[src/rtl/mem_wb_reg.sv]
// MEM/WB pipeline register.
// Registers the MEM-stage instruction for one cycle, pairs it with the data SRAM read word
// (which arrives one cycle after the address), performs byte/half/word load extraction with
// sign/zero extension, and selects the register-file write-back value.
//
// Ports:
//   clk, reset            - clock (rising edge), asynchronous active-high reset
//   stall, flush          - hold contents / insert bubble (flush wins)
//   in_valid, MemtoReg,   - MEM-stage control
//   RegWrite, MemRead,
//   mem_unsigned
//   Aluout, rd            - ALU result / load address and destination register
//   data_sram_rdata       - SRAM read word, valid the cycle after the address
//   valid_out             - WB holds a real instruction
//   RegWrite_out, rd_out  - register-file write enable and address
//   wb_data               - write-back data (0 for a bubble)
//   load_data             - extracted load value
module mem_wb_reg #(
  parameter int unsigned DATA_W  = 32,
  parameter int unsigned RADDR_W = 5
) (
  input  logic               clk,
  input  logic               reset,
  input  logic               stall,
  input  logic               flush,
  input  logic               in_valid,
  input  logic               MemtoReg,
  input  logic               RegWrite,
  input  logic [1:0]         MemRead,
  input  logic               mem_unsigned,
  input  logic [DATA_W-1:0]  Aluout,
  input  logic [RADDR_W-1:0] rd,
  input  logic [DATA_W-1:0]  data_sram_rdata,
  output logic               valid_out,
  output logic               RegWrite_out,
  output logic [RADDR_W-1:0] rd_out,
  output logic [DATA_W-1:0]  wb_data,
  output logic [DATA_W-1:0]  load_data
);

  localparam logic [1:0] MemNone = 2'b00;
  localparam logic [1:0] MemByte = 2'b01;
  localparam logic [1:0] MemHalf = 2'b10;
  localparam logic [1:0] MemWord = 2'b11;

  logic               valid_q;
  logic               RegWrite_q;
  logic               MemtoReg_q;
  logic [1:0]         MemRead_q;
  logic               unsigned_q;
  logic [RADDR_W-1:0] rd_q;
  logic [DATA_W-1:0]  alu_q;
  logic               held_q;
  logic [DATA_W-1:0]  rdata_q;

  always_ff @(posedge clk or posedge reset) begin
    if (reset) begin
      valid_q    <= 1'b0;
      RegWrite_q <= 1'b0;
      MemtoReg_q <= 1'b0;
      MemRead_q  <= MemNone;
      unsigned_q <= 1'b0;
      rd_q       <= '0;
      alu_q      <= '0;
      held_q     <= 1'b0;
      rdata_q    <= '0;
    end else if (flush) begin
      // Only the fields that make the slot architecturally visible are cleared.
      valid_q    <= 1'b0;
      RegWrite_q <= 1'b0;
      MemRead_q  <= MemNone;
      held_q     <= 1'b0;
    end else if (stall) begin
      // The SRAM word is only live during the first WB cycle; latch it before the
      // address moves on so a stalled load keeps its data.
      if (!held_q && (MemRead_q != MemNone)) begin
        rdata_q <= data_sram_rdata;
        held_q  <= 1'b1;
      end
    end else begin
      valid_q    <= in_valid;
      RegWrite_q <= RegWrite;
      MemtoReg_q <= MemtoReg;
      MemRead_q  <= MemRead;
      unsigned_q <= mem_unsigned;
      rd_q       <= rd;
      alu_q      <= Aluout;
      held_q     <= 1'b0;
    end
  end

  logic [DATA_W-1:0] word;
  logic [7:0]        byte_sel;
  logic [15:0]       half_sel;

  always_comb begin
    word = held_q ? rdata_q : data_sram_rdata;

    byte_sel = 8'h00;
    case (alu_q[1:0])
      2'd0:    byte_sel = word[7:0];
      2'd1:    byte_sel = word[15:8];
      2'd2:    byte_sel = word[23:16];
      default: byte_sel = word[31:24];
    endcase

    // Address bit 0 is ignored for halves; misalignment is not trapped.
    half_sel = alu_q[1] ? word[31:16] : word[15:0];

    load_data = '0;
    case (MemRead_q)
      MemByte: load_data = {{(DATA_W-8){byte_sel[7] & ~unsigned_q}}, byte_sel};
      MemHalf: load_data = {{(DATA_W-16){half_sel[15] & ~unsigned_q}}, half_sel};
      MemWord: load_data = word;
      default: load_data = '0;
    endcase
  end

  always_comb begin
    valid_out    = valid_q;
    rd_out       = rd_q;
    RegWrite_out = valid_q & RegWrite_q & (rd_q != '0);
    wb_data      = '0;
    if (valid_q) begin
      wb_data = MemtoReg_q ? load_data : alu_q;
    end
  end

endmodule

[config.mk]
export PLATFORM = sky130hd
export DESIGN_NAME = mem_wb_reg
export DESIGN_NICKNAME = d
export VERILOG_FILES = /design/src/rtl/mem_wb_reg.sv
export SDC_FILE = /design/constraint.sdc
export NUM_CORES = 1
export LEC_CHECK = 0
export ABC_CLOCK_PERIOD_IN_PS = 2200
export BUFFER_PORTS_ARGS = -buffer_cell sky130_fd_sc_hd__buf_2
export CAP_MARGIN = 25
export CORE_UTILIZATION = 50
export CTS_CLUSTER_SIZE = 8
export DETAILED_ROUTE_END_ITERATION = 8
export GPL_ROUTABILITY_DRIVEN = 0
export GPL_TIMING_DRIVEN = 0
export PLACE_DENSITY = 0.79
export SLEW_MARGIN = 30
export SYNTH_ARGS = -nofsm -noshare
export SYNTH_HDL_FRONTEND = slang
export SYNTH_SLANG_ARGS = --single-unit
[constraint.sdc]
create_clock -name clk -period 2.2 [get_ports clk]
set_clock_uncertainty 0.05 [all_clocks]
set_input_delay 0 -clock clk [delete_from_list [all_inputs] [get_ports clk]]
set_output_delay 0 -clock clk [all_outputs]
set_load 0.05 [all_outputs]
; ---- Word level (Yosys, flattened, before mapping)
; Cells that the tools add are included.
[word_totals]
reg_bits = 76
input_bits = 79
out_inout_bits = 71
elab_cells = 45
[op_classes]
eq_ne = 7
n_mux = 15
n_bitwise = 7
n_reduce_logical = 7
[op_table]
columns = operator, count
row1 = 32-bit 2-to-1 mux, 3
row2 = 32-bit one-hot mux with 3 select lines, 1
row3 = 8-bit one-hot mux with 3 select lines, 1
row4 = 16-bit 2-to-1 mux, 1
row5 = 1-bit 2-to-1 mux, 7
row6 = "2-bit equality test, second input constant", 3
row7 = 5-bit nonzero test, 1
row8 = 1-bit bitwise AND, 4
row9 = "2-bit by 1-bit equality test with 1-bit output, second input constant", 2
row10 = 2-bit 2-to-1 mux, 2
row11 = "3-bit by 1-bit != test with 1-bit output, second input constant", 1
row12 = 1-bit inverter, 3
row13 = 3-bit AND reduction, 1
row14 = 2-bit logical NOT, 1
row15 = "2-bit by 1-bit != test with 1-bit output, second input constant", 1
row16 = 2-bit AND reduction, 1
row17 = 2-bit nonzero test, 1
row18 = 1-bit logical AND, 1
row19 = 1-bit logical NOT, 1

; ---- Logic depth before layout (Yosys ltp)
; Gate-level depths: netlist of the first run.
[logic_depth]
ltp_word = 6
ltp_mapped = 7

; ---- Worst setup path after synthesis of the first run
; OpenSTA, ideal clock, no wires.
[synth_path]
kind = register -> output
from = register held_q
to = output port wb_data[28]
arrival_ps = 2150
t_required_ps = 2150
slack_ps = 0
stages_incl_launch_ff = 7
path_cell_list = dfrtp_1 > buf_4 > mux2i_1 > a211oi_1 > nand2_1 > buf_2 > a41oi_1
[synth_via]
elab_chain_cells = 6
[synth_lines]
columns = item, line_no
row1 = start: declaration, 53  ; logic held_q;
row2 = start signal: assignment, 65  ; held_q <= 1'b0;
row3 = start signal: assignment, 72  ; held_q <= 1'b0;
row4 = start signal: assignment, 78  ; held_q <= 1'b1;
row5 = 32-bit 2-to-1 mux *, 97  ; word = held_q ? rdata_q : data_sram_rdata;
row6 = 8-bit one-hot mux with 3 select lines or 16-bit 2-to-1 mux (tied branches), "100, 108"
row7 = 1-bit bitwise AND (on tied branches), "112, 113"
row8 = 32-bit one-hot mux with 3 select lines *, 111  ; case (MemRead_q)
row9 = 32-bit 2-to-1 mux *, 125  ; wb_data = MemtoReg_q ? load_data : alu_q;
row10 = 32-bit 2-to-1 mux *, 124  ; if (valid_q) begin
row11 = end: declaration, 37  ; output logic [DATA_W-1:0] wb_data,
; Every way passes the cells marked *; elsewhere a longest branch is shown, timed or not.

; ---- Final worst setup path of the first run
[layout_path]
from = register MemRead_q[1]
to = output port wb_data[0]
[layout_via]
elab_chain_cells = 4
[layout_lines]
columns = item, line_no
row1 = start: declaration, 49  ; logic [1:0] MemRead_q;
row2 = start signal: assignment, 61  ; MemRead_q <= MemNone;
row3 = start signal: assignment, 71  ; MemRead_q <= MemNone;
row4 = start signal: assignment, 84  ; MemRead_q <= MemRead;
row5 = 2-bit equality test or 2-bit by 1-bit equality test with 1-bit output (tied branches), 111
row6 = 32-bit one-hot mux with 3 select lines *, 111
row7 = 32-bit 2-to-1 mux *, 125
row8 = 32-bit 2-to-1 mux *, 124
; Marked as above.

==> impl_results.md, run 1 <==
* Critical path, cell by cell: clkbuf_4 > and2_1 > clkbuf_4 > o31ai_1 > a31oi_1 > buf_2
* Rel. slew slack at 47.0%
* Critical Path Fanout Max at 10
* Die height at 98.8 um
* Worst Tran Pin Value at 0.794 ns
* Yosys warns at 0
* Largest cells by area after synthesis: dfrtp_1, mux2_2, mux2i_1
* Length of the first detailed-routing pass in iterations at 7
* Slowest stage delay, CP at 0.48 ns
* I/O pin cnt at 150
* Worst Setup Path Type: register to primary output
* Total Power at 5.11 mW
* Synth async-reset ratio at 100%
* Minimum clock period at 2.47 ns
* Fmax at 405 MHz
* Synth cell count leaders: mux2_2, dfrtp_1, nand2_1
* HP Class: input pin to asynchronous set/reset pin
* Status: complete, but fails checks
* Clock Pin Slew Worst Setup and Hold Paths at 0.10 ns
* Filler cells at 412
* GR Layer Usage met3 at 7.59%
* Root Driver: clkbuf_8
* Final wirelength at 21600 um
* Post-Syn Nets at 529
* GR Overflow Total at 0
* Max-Cap Viols at 0
* Netlist Area Pre-Place at 4690 sq um
* GR met2 Demand/Resource at 57.6%
* RSZ-0062 raised after global routing: yes
* Met1 usage at 45.4%
* Core Box Area at 8890 sq um
* # H-tree levels at 3
* Final hold slack at 0.131 ns
* Final net count at 780
* Routed vias/inst at 6.95
* Worst setup path start: MemRead_q[1]
* Area fraction of the dominant cell type after synthesis at 40.6%
* Arrival time worst endpoint at 2.42 ns
* Number of global-route vias before repair at 5156
* Post-synth EDFFs at 0
* Site Rows at 34
* Ant. Diodes at 0
* Share of cells above drive strength 1 at 48.4%
* Leading area contributor after synthesis: dfrtp_1
* Final period util at 112%
* CP Launch Type: register
* Synth cell types at 36
* Mapped Cells at 450
* First-pass GRT wire length at 26700 um
* Worst setup EP type: primary output
* Placed insts at 707
* LEAKAGE at 3.34 nW
* Top FF cell, synth: dfrtp_1
* Final slew viol count at 0
* Die width at 98.8 um
* DR vias at 5655
* Post-Layout Cell Count at 814
* Failing checks: setup timing
* Most instantiated library cell after synthesis: mux2_2
* PnR worst setup slack at -0.269 ns
* Crit path top cell by count: clkbuf_4
* Final setup fails at 62
* Slowest CP cell: o31ai_1
* Post-DRT Antenna Nets at 0
* Gr busiest metal: met2
* Cell Pwr Density at 695 nW/um^2
* Register area share after synthesis at 40.6%
* Gr usage total at 36.0%
* Crit Reg-Reg Startpoint: MemRead_q[1]
* Clock tree from TritonCTS: done
* Clk Latency, worst-skew pair at 0.38 ns
* Port bufs at 148
* Wirelength per Cell at 26.6 um
* DP HPWL at 11300 um
* Total CTS buffers at 9
* Antenna violations before repair at 0
* Clk buf depth at 2
* Die ar. at 9770 sq um
* Largest net degree at the start of global routing at 44
* Max VDD drop at 405 uV
* Syn Area/Cell at 10.4 sq um
* Residual DRC count at 0
* Final hold vios at 0
* Initial core utilization at 52.7%
* Initial drt markers at 896
* Clock sink total at 76
* Seq cells post-synth at 76
* Worst path required time at 2.15 ns
* Area grow syn2layout at 57.0%
## report_power, final
part	switching [mW]	internal (mW)	total (mW)	leakage (nW)
Combinational	1.18	0.821	2.01	2.33
Sequential	0.239	1.68	1.92	0.906
Clock	0.645	0.544	1.19	0.102
## repair_timing
item                                   in CTS  in global routing
setup endpoints to repair                  62                 61
endpoints found under the hold margin     115                  0
resized for setup                         106                 90
pin swaps                                   6                 12
gates cloned                                4                  1
hold buffers                               79                  0
setup buffers                               4                  3
## stage by stage
| stage | utilization (%) | cell area [sq um] | setup TNS [ns] | setup WS, ns |
|---|---|---|---|---|
| 2_1_floorplan | - | 4690 | 0 | 0.0000533 |
| 3_3_place_gp | 62.6 | 5560 | -52.73 | -0.697 |
| 3_5_place_dp | 62.8 | 5590 | 0 | 0.143 |
| 4_1_cts | 78.5 | 6980 | -0.326 | -0.0279 |
| 5_1_grt | 82.8 | 7360 | -9.60 | -0.238 |
| 6_report | 82.8 | 7360 | -9.86 | -0.269 |
## placed cells by master (no fill, tap or decap), drive strengths merged, types with 2 or more instances in the layout
| cell type | count |
|---|---|
| a21oi | 5 |
| a22oi | 3 |
| a31oi | 17 |
| a32oi | 3 |
| a41oi | 16 |
| and2 | 2 |
| buf | 183 |
| clkbuf | 29 |
| clkinv | 2 |
| dfrtp | 76 |
| dlygate4sd3 | 79 |
| inv | 7 |
| mux2 | 87 |
| mux2i | 35 |
| mux4 | 6 |
| nand2 | 51 |
| nand2b | 5 |
| nand3 | 24 |
| nor2 | 12 |
| nor2b | 4 |
| nor3 | 3 |
| o211ai | 6 |
| o21ai | 38 |
| o22ai | 2 |
| o31ai | 3 |
## final cells by class
cell class                      instances  area, sq um  area share, %
Buffer                                 42          300           4.08
Clock buffer                            9          124           1.68
Clock inverter                          7         83.8           1.14
Inverter                                4         17.5          0.238
Multi-Input combinational cell        328         2850           38.7
Sequential cell                        76         1900           25.9
Tap cell                              108          135           1.84
Timing Repair Buffer                  240         1940           26.4
## per-layer routing
| metal | vias to the layer above | routed length [um] |
|---|---|---|
| li1 | 2179 | - |
| met1 | 2599 | 7260 |
| met2 | 650 | 9490 |
| met3 | 227 | 3050 |
| met4 | 0 | 1820 |
| met5 | - | 0 |
## sequential cells by signal (all words and copies together) (netlist names), 2 cells and up
register / flops
MemRead_q: 2
rd_out: 5
alu_q: 32
rdata_q: 32
## critical path: cells and delay by family (launching register included)
family	cells	cell delay, ns
buffers and inverters	3	0.71
and+or+nand+nor	1	0.19
DFF	1	0.45
AOI/OAI and AO/OA	2	0.67
## final timing paths
kind	end	slack [ns]	depth (start not counted)
worst max-delay path	wb_data[0]	-0.27	6
worst min-delay path	MemRead_q[0]	0.13	3
worst max register to register	rdata_q[18]	0.07	4
worst min register to register	rdata_q[3]	0.46	1
max in group asynchronous	alu_q[16]	1.36	4
min in group clk	alu_q[1]	0.30	4
## cell families (layout without fill, tap and decap cells)
family,Yosys count,after routing,share of synthesized area [%]
AOI/OAI and AO/OA,96,96,13.4
muxes,128,128,31.3
buffers and inverters,46,302,4.94
DFF,76,76,40.6
and+or+nand+nor,104,104,9.82
Note: power is estimated with default switching activity, not from simulation.
==> inputs of run 2 (changes only) <==
--- a/config.mk
+++ b/config.mk
@@ -8,12 +8,13 @@
 export ABC_CLOCK_PERIOD_IN_PS = 2200
 export BUFFER_PORTS_ARGS = -buffer_cell sky130_fd_sc_hd__buf_2
 export CAP_MARGIN = 25
-export CORE_UTILIZATION = 50
+export CORE_UTILIZATION = 31
 export CTS_CLUSTER_SIZE = 8
 export DETAILED_ROUTE_END_ITERATION = 8
 export GPL_ROUTABILITY_DRIVEN = 0
 export GPL_TIMING_DRIVEN = 0
-export PLACE_DENSITY = 0.79
+export PLACE_DENSITY_LB_ADDON = 0.25
+export SETUP_SLACK_MARGIN = 0.15
 export SLEW_MARGIN = 30
 export SYNTH_ARGS = -nofsm -noshare
 export SYNTH_HDL_FRONTEND = slang
==> run 2 against run 1 <==
  * Routed wire length shrank 9.3%
  * Cell count increased by 10%
  * Sequential power about the same
  * Critical path type unchanged
  * The flow finishes with violations (DRC, setup timing)
  * Clock-buffer cell count up 2
==> impl_results.md, run 2 (synthesis gave the netlist of run 1 again) <==
* Placed insts at 783 (+11%)
* Die width at 125 um (+26%)
* Worst setup EP type: primary output
* Design Area, Final at 8280 sq um (+12%)
* FF-to-FF path depth at 6 (+2)
* Crit path top cell by count: buf_4
* Worst setup path start: held_q
* Share of cells above drive strength 1 at 54.0% (+5.6 points)
* First-pass GRT wire length at 29200 um (+9.4%)
* Arrival time worst endpoint at 2.33 ns (-0.09 ns)
* Final setup fails at 46 (-26%)
* Length of the first detailed-routing pass in iterations at 7 (unchanged)
* Clk Latency, worst-skew pair at 0.34 ns (-0.04 ns)
* Final Core Density at 56.5% (-26 points)
* Slowest stage delay, CP at 0.42 ns (-0.06 ns)
* Crit Reg-Reg Startpoint: held_q
* Total CTS buffers at 9 (unchanged)
* Critical path, cell by cell: buf_6 > mux2i_4 > a211oi_2 > nand2_2 > buf_4 > a41oi_1 > buf_4
* Final net count at 788 (+1.0%)
* Worst Path Buf+Inv at 3 (unchanged)
* Filler cells at 1183 (+190%)
* Crit. path cell count at 7 (+1)
* Setup crit end: wb_data[19]
* Routed vias/inst at 5.72 (-18%)
* Root Driver: clkbuf_16
* Wirelength per Cell at 21.9 um (-18%)
* WL met2 at 9680 um (+2.0%)
* Site Rows at 44 (+29%)
* Placed cell area at 5770 sq um (+3.2%)
* HP Class: input pin to asynchronous set/reset pin
* Worst Tran Pin Value at 0.596 ns (-0.198 ns)
* Most frequent cells in the layout: buf_2, dlygate4sd3_1, dfrtp_1
* I/O pin cnt at 150 (unchanged)
* Dpl ws at 0.0618 ns (-0.0816 ns)
* Max VDD drop at 467 uV (+15%)
* Wire length on met3 at 1400 um (-54%)
* Die ar. at 15600 sq um (+60%)
* DP HPWL at 12800 um (+13%)
* Port bufs at 148 (unchanged)
* Max-Cap Viols at 0 (unchanged)
* PnR worst setup slack at -0.178 ns (+0.0913 ns)
* Met1 WL at 7720 um (+6.4%)
* Residual DRC count at 14 (+14)
* Clock tree from TritonCTS: done
* Initial drt markers at 441 (-51%)
* RSZ-0062 raised after global routing: yes
* Status: complete, but fails checks
* Ant. Diodes at 0 (unchanged)
* # H-tree levels at 3 (unchanged)
* DR vias at 5133 (-9.2%)
* GR Overflow Total at 0 (unchanged)
* Cell Pwr Density at 691 nW/um^2 (-0.50%)
* Gr usage total at 24.3% (-12 points)
* Final wirelength at 19600 um (-9.3%)
* Area grow syn2layout at 76.6%
* FF-to-FF setup slack at 0.25 ns (+0.18 ns)
* Multi-input gate area at 3190 sq um (+12%)
* Post-Layout Cell Count at 897 (+10%)
* Largest net degree at the start of global routing at 43 (-2.3%)
* Number of global-route vias before repair at 5227 (+1.4%)
* Rel. slew slack at 59.8% (+13 points)
* Clock sink total at 76 (unchanged)
* Final hold vios at 0 (unchanged)
* Clk buf depth at 2 (unchanged)
* Critical Path Fanout Max at 6 (-4)
* Failing checks: DRC, setup timing
* Fmax at 421 MHz (+3.8%)
* Highest Signal Layer: met4
* Final period util at 108% (-4.2 points)
* Worst path required time at 2.15 ns (about the same)
* Antenna violations before repair at 0 (unchanged)
* Clock Pin Slew Worst Setup and Hold Paths at 0.06 ns (-0.04 ns)
* FF-to-FF End: rdata_q[3]
* Storage element area at 1900 sq um (about the same)
* Initial core utilization at 32.0% (-21 points)
* CP Launch Type: register
* Die height at 125 um (+26%)
* Worst Setup Path Type: register to primary output
* Post-DRT Antenna Nets at 0 (unchanged)
* Final slew viol count at 0 (unchanged)
* Minimum clock period at 2.38 ns (-0.0913 ns)
* Total Power at 5.72 mW (+12%)
* Slowest CP cell: dfrtp_1
* Most common cell after layout, fill and taps aside: buf_2
* Core Box Area at 14600 sq um (+65%)
* Top Family by Delay on Critical Path: buffers and inverters
* LEAKAGE at 3.64 nW (+9.0%)
==> run 2: cell types whose count changed in the layout (fill, tap and decap cells not counted), moves of 7 or more <==
cell / delta
a31oi_1: -14
a31oi_2: +13
a41oi_2: -7
buf_2: -13
buf_4: -8
buf_6: +8
buf_8: +12
clkbuf_16: +10
clkbuf_8: -7
mux2_2: -8
mux2_4: +8
nand3_1: -12
==> run 2: worst min path at each step <==
stage / from / to / depth (start not counted)
CTS: reset / alu_q[24] / 3
detailed placement: reset / rd_out[4] / 2
floorplan: flush / MemRead_q[0] / 1
finish: reset / rd_out[4] / 3
global placement: Aluout[1] / alu_q[1] / 3
global route: reset / alu_q[31] / 3
==> run 2: per-stage QoR <==
step / setup TNS [ns] / hold WS (ns)
6_report: -2.38 / 0.144
5_1_grt: -4.63 / 0.169
4_1_cts: -0.552 / 0.147
3_5_place_dp: 0 / -0.0366
2_1_floorplan: 0 / 0.0164
3_3_place_gp: -64.59 / 0.164
==> run 2: worst reg2reg max path, cell delays in order, from the launching register on <==
cell and delay (ns):
dfrtp_1 0.42, buf_6 0.17, buf_4 0.14, nor2_1 0.05, o21ai_1 0.28, clkbuf_4 0.36
mux2_2 0.36
==> run 2: where the power goes <==
group / switching, mW / leakage, nW / internal [mW]
clock: 0.612 / 0.162 / 1.13
combinational: 1.17 / 2.57 / 0.925
sequential: 0.203 / 0.908 / 1.68
total: 1.98 / 3.64 / 3.74
==> run 2: metal layers <==
layer	vias up	track usage [%]
met4	0	11.0
li1	2198	-
met2	321	40.7
met3	71	4.79
met5	-	0
met1	2543	30.3
==> run 2: cell type report <==
| class | instances | area share, % |
|---|---|---|
| multi-input cells | 328 | 38.5 |
| repair buffers | 248 | 26.9 |
| flip-flops and latches | 76 | 23.0 |
| clock inverters | 4 | 1.18 |
| inverters | 4 | 0.242 |
| plain buffers | 42 | 4.44 |
| clock buffers | 11 | 2.93 |
| well taps | 184 | 2.78 |
==> run 2: what timing repair did <==
action                                  CTS  global route
setup buffers                            12             0
hold buffers                             81             0
cloned                                    4             2
resized for setup                       239            54
pin swaps                                29            17
endpoints found under the setup margin   64            90
endpoints found under the hold margin   152             0
==> inputs of run 3 (changes only) <==
--- a/config.mk
+++ b/config.mk
@@ -13,9 +13,9 @@
 export DETAILED_ROUTE_END_ITERATION = 8
 export GPL_ROUTABILITY_DRIVEN = 0
 export GPL_TIMING_DRIVEN = 0
-export PLACE_DENSITY_LB_ADDON = 0.25
+export PLACE_DENSITY = 0.55
 export SETUP_SLACK_MARGIN = 0.15
-export SLEW_MARGIN = 30
+export SLEW_MARGIN = 20
 export SYNTH_ARGS = -nofsm -noshare
 export SYNTH_HDL_FRONTEND = slang
 export SYNTH_SLANG_ARGS = --single-unit
==> run 3 against run 2 <==
  * The flow still finishes with violations (DRC, setup timing)
  * Core utilization decreased by 2.3 points
  * Register-to-register slack is essentially flat
  * Maximum frequency grew 2.9%
  * Critical path type unchanged
  * Via count is 5.0% lower
==> impl_results.md, run 3 (synthesis gave the netlist of run 1 again) <==
* I/O pin cnt at 150 (unchanged)
* CP Launch Type: register
* Cell Pwr Density at 665 nW/um^2 (-3.8%)
* PnR worst setup slack at -0.110 ns (+0.0678 ns)
* Placed cell area at 5760 sq um (about the same)
* First-pass GRT wire length at 27600 um (-5.7%)
* # H-tree levels at 3 (unchanged)
* Fmax at 433 MHz (+2.9%)
* Arrival time worst endpoint at 2.26 ns (-0.07 ns)
* Antenna violations before repair at 0 (unchanged)
* Clk buf depth at 2 (unchanged)
* Comb power frac at 37.8% (+1.3 points)
* Most frequent cells in the layout: buf_2, dlygate4sd3_1, mux2_2
* Post-DRT Antenna Nets at 0 (unchanged)
* Gr usage total at 23.0% (-1.3 points)
* Design Area, Final at 7930 sq um (-4.2%)
* Total Power at 5.28 mW (-7.8%)
* Residual DRC count at 16 (+2)
* Int Pwr at 3.34 mW (-11%)
* Slowest CP cell: dfrtp_2
* Initial core utilization at 32.0% (unchanged)
* Site Rows at 44 (unchanged)
* Final hold vios at 0 (unchanged)
* Critical Path Fanout Max at 7 (+1)
* Routed vias/inst at 5.42 (-5.3%)
* Initial drt markers at 464 (+5.2%)
* Max-Cap Viols at 0 (unchanged)
* Clock Pin Slew Worst Setup and Hold Paths at 0.06 ns (about the same)
* Clk Latency, worst-skew pair at 0.34 ns (about the same)
* Crit path top cell by count: buf_12
* Clock tree from TritonCTS: done
* Multi-input gate area at 2990 sq um (-6.2%)
* Final period util at 105% (-3.1 points)
* Rel. slew slack at 60.3% (+0.46 points)
* Core Box Area at 14600 sq um (unchanged)
* Sequential group share of total power at 35.6% (+2.7 points)
* Most common cell after layout, fill and taps aside: buf_2
* Worst Setup Path Type: register to primary output
* Switching part of the total power at 36.7% (+2.1 points)
* Max VDD drop at 434 uV (-7.1%)
* Wirelength per Cell at 20.1 um (-8.2%)
* Worst setup EP type: primary output
* FF-to-FF path depth at 6 (unchanged)
* DP HPWL at 12800 um (+0.53%)
* Filler cells at 1248 (+5.5%)
* Root Driver: clkbuf_16
* Clock sink total at 76 (unchanged)
* Final wirelength at 18100 um (-7.9%)
* Largest net degree at the start of global routing at 42 (-2.3%)
* LEAKAGE at 3.51 nW (-3.7%)
* Die height at 125 um (unchanged)
* GR Overflow Total at 0 (unchanged)
* Length of the first detailed-routing pass in iterations at 7 (unchanged)
* DR vias at 4876 (-5.0%)
* Port bufs at 148 (unchanged)
* Failing checks: DRC, setup timing
* Area grow syn2layout at 69.2%
* Die ar. at 15600 sq um (unchanged)
* Die width at 125 um (unchanged)
* Minimum clock period at 2.31 ns (-0.0678 ns)
* Sw power at 1.94 mW (-2.2%)
* Status: complete, but fails checks
* Final setup TNS at -2.94 ns (-0.553 ns)
* Ant. Diodes at 0 (unchanged)
* Clk pwr share at 26.6% (-3.9 points)
* Post-Layout Cell Count at 900 (+0.33%)
* Final slew viol count at 0 (unchanged)
* Worst Tran Pin Value at 0.596 ns (-0.000547 ns)
* Final net count at 790 (+0.25%)
* Worst path required time at 2.15 ns (about the same)
* Slowest stage delay, CP at 0.44 ns (+0.02 ns)
* Number of global-route vias before repair at 5042 (-3.5%)
* FF-to-FF setup slack at 0.25 ns (about the same)
* Share of cells above drive strength 1 at 51.8% (-2.2 points)
* HP Class: input pin to asynchronous set/reset pin
* Placed insts at 783 (unchanged)
* Critical path, cell by cell: mux2_4 > a22o_4 > o211ai_4 > buf_12 > buf_12 > buf_8 > nand3_1 > buf_6
* RSZ-0062 raised after global routing: yes
* Final Core Density at 54.2% (-2.3 points)
* Final setup fails at 45 (-2.2%)
* Storage element area at 1900 sq um (about the same)
* Total CTS buffers at 9 (unchanged)
==> run 3: power by group through the flow <==
stage | logic (mW) | registers [mW] | clock network (mW)
CTS | 1.85 | 1.87 | 1.43
floorplan | 1.10 | 1.88 | 0
global route | 2.10 | 1.91 | 1.48
global placement | 1.53 | 1.87 | 0
detailed placement | 1.55 | 1.89 | 0
finish | 2.00 | 1.88 | 1.40
==> run 3: per-layer routing <==
layer / wire, um / track usage (%) / share of wire, % / vias to the layer above
li1: - / - / - / 2205
met1: 7490 / 29.1 / 41 / 2396
met2: 9020 / 38.1 / 50 / 224
met3: 914 / 3.77 / 5.1 / 51
met4: 644 / 11.8 / 3.6 / 0
met5: 0 / 0 / 0 / -
==> run 3: final timing paths <==
kind | from | endpoint
setup / recovery | held_q | load_data[16]
hold / removal | reset | rd_out[4]
setup reg to reg | held_q | rdata_q[18]
hold reg to reg | alu_q[14] | alu_q[14]
max in group asynchronous | reset | held_q
min in group clk | Aluout[0] | alu_q[0]
==> run 3: final cells by class <==
cell class	count	area share, %
tap	184	2.90
timing repair buffer	250	27.3
inverter	4	0.221
buffer	42	4.37
clock buffer	9	2.84
clock inverter	7	0.647
multi-input combinational	328	37.7
sequential	76	24.0
==> run 3: critical path, delay by kind of cell, from the launching register on <==
family	cells	cell delay, ns
buf+inv	4	0.58
compound gates	2	0.47
flops	1	0.44
mux	1	0.32
simple gates	1	0.10
==> run 3: metrics by stage <==
| step | setup slack (ns) | hold WS [ns] |
|---|---|---|
| floorplan | 0.0000533 | 0.0164 |
| global placement | -0.857 | 0.168 |
| detailed placement | 0.109 | 0.0488 |
| CTS | -0.0524 | 0.227 |
| global route | -0.176 | 0.277 |
| finish | -0.110 | 0.226 |
==> run 3: repair_timing <==
item                       in CTS  in global routing
gates resized for setup       161                 87
pin swaps                       9                 15
setup endpoints to repair      64                 64
cloned                          3                  3
hold endpoints to repair      116                  0
buffers inserted                7                  7
hold buffers                   81                  0
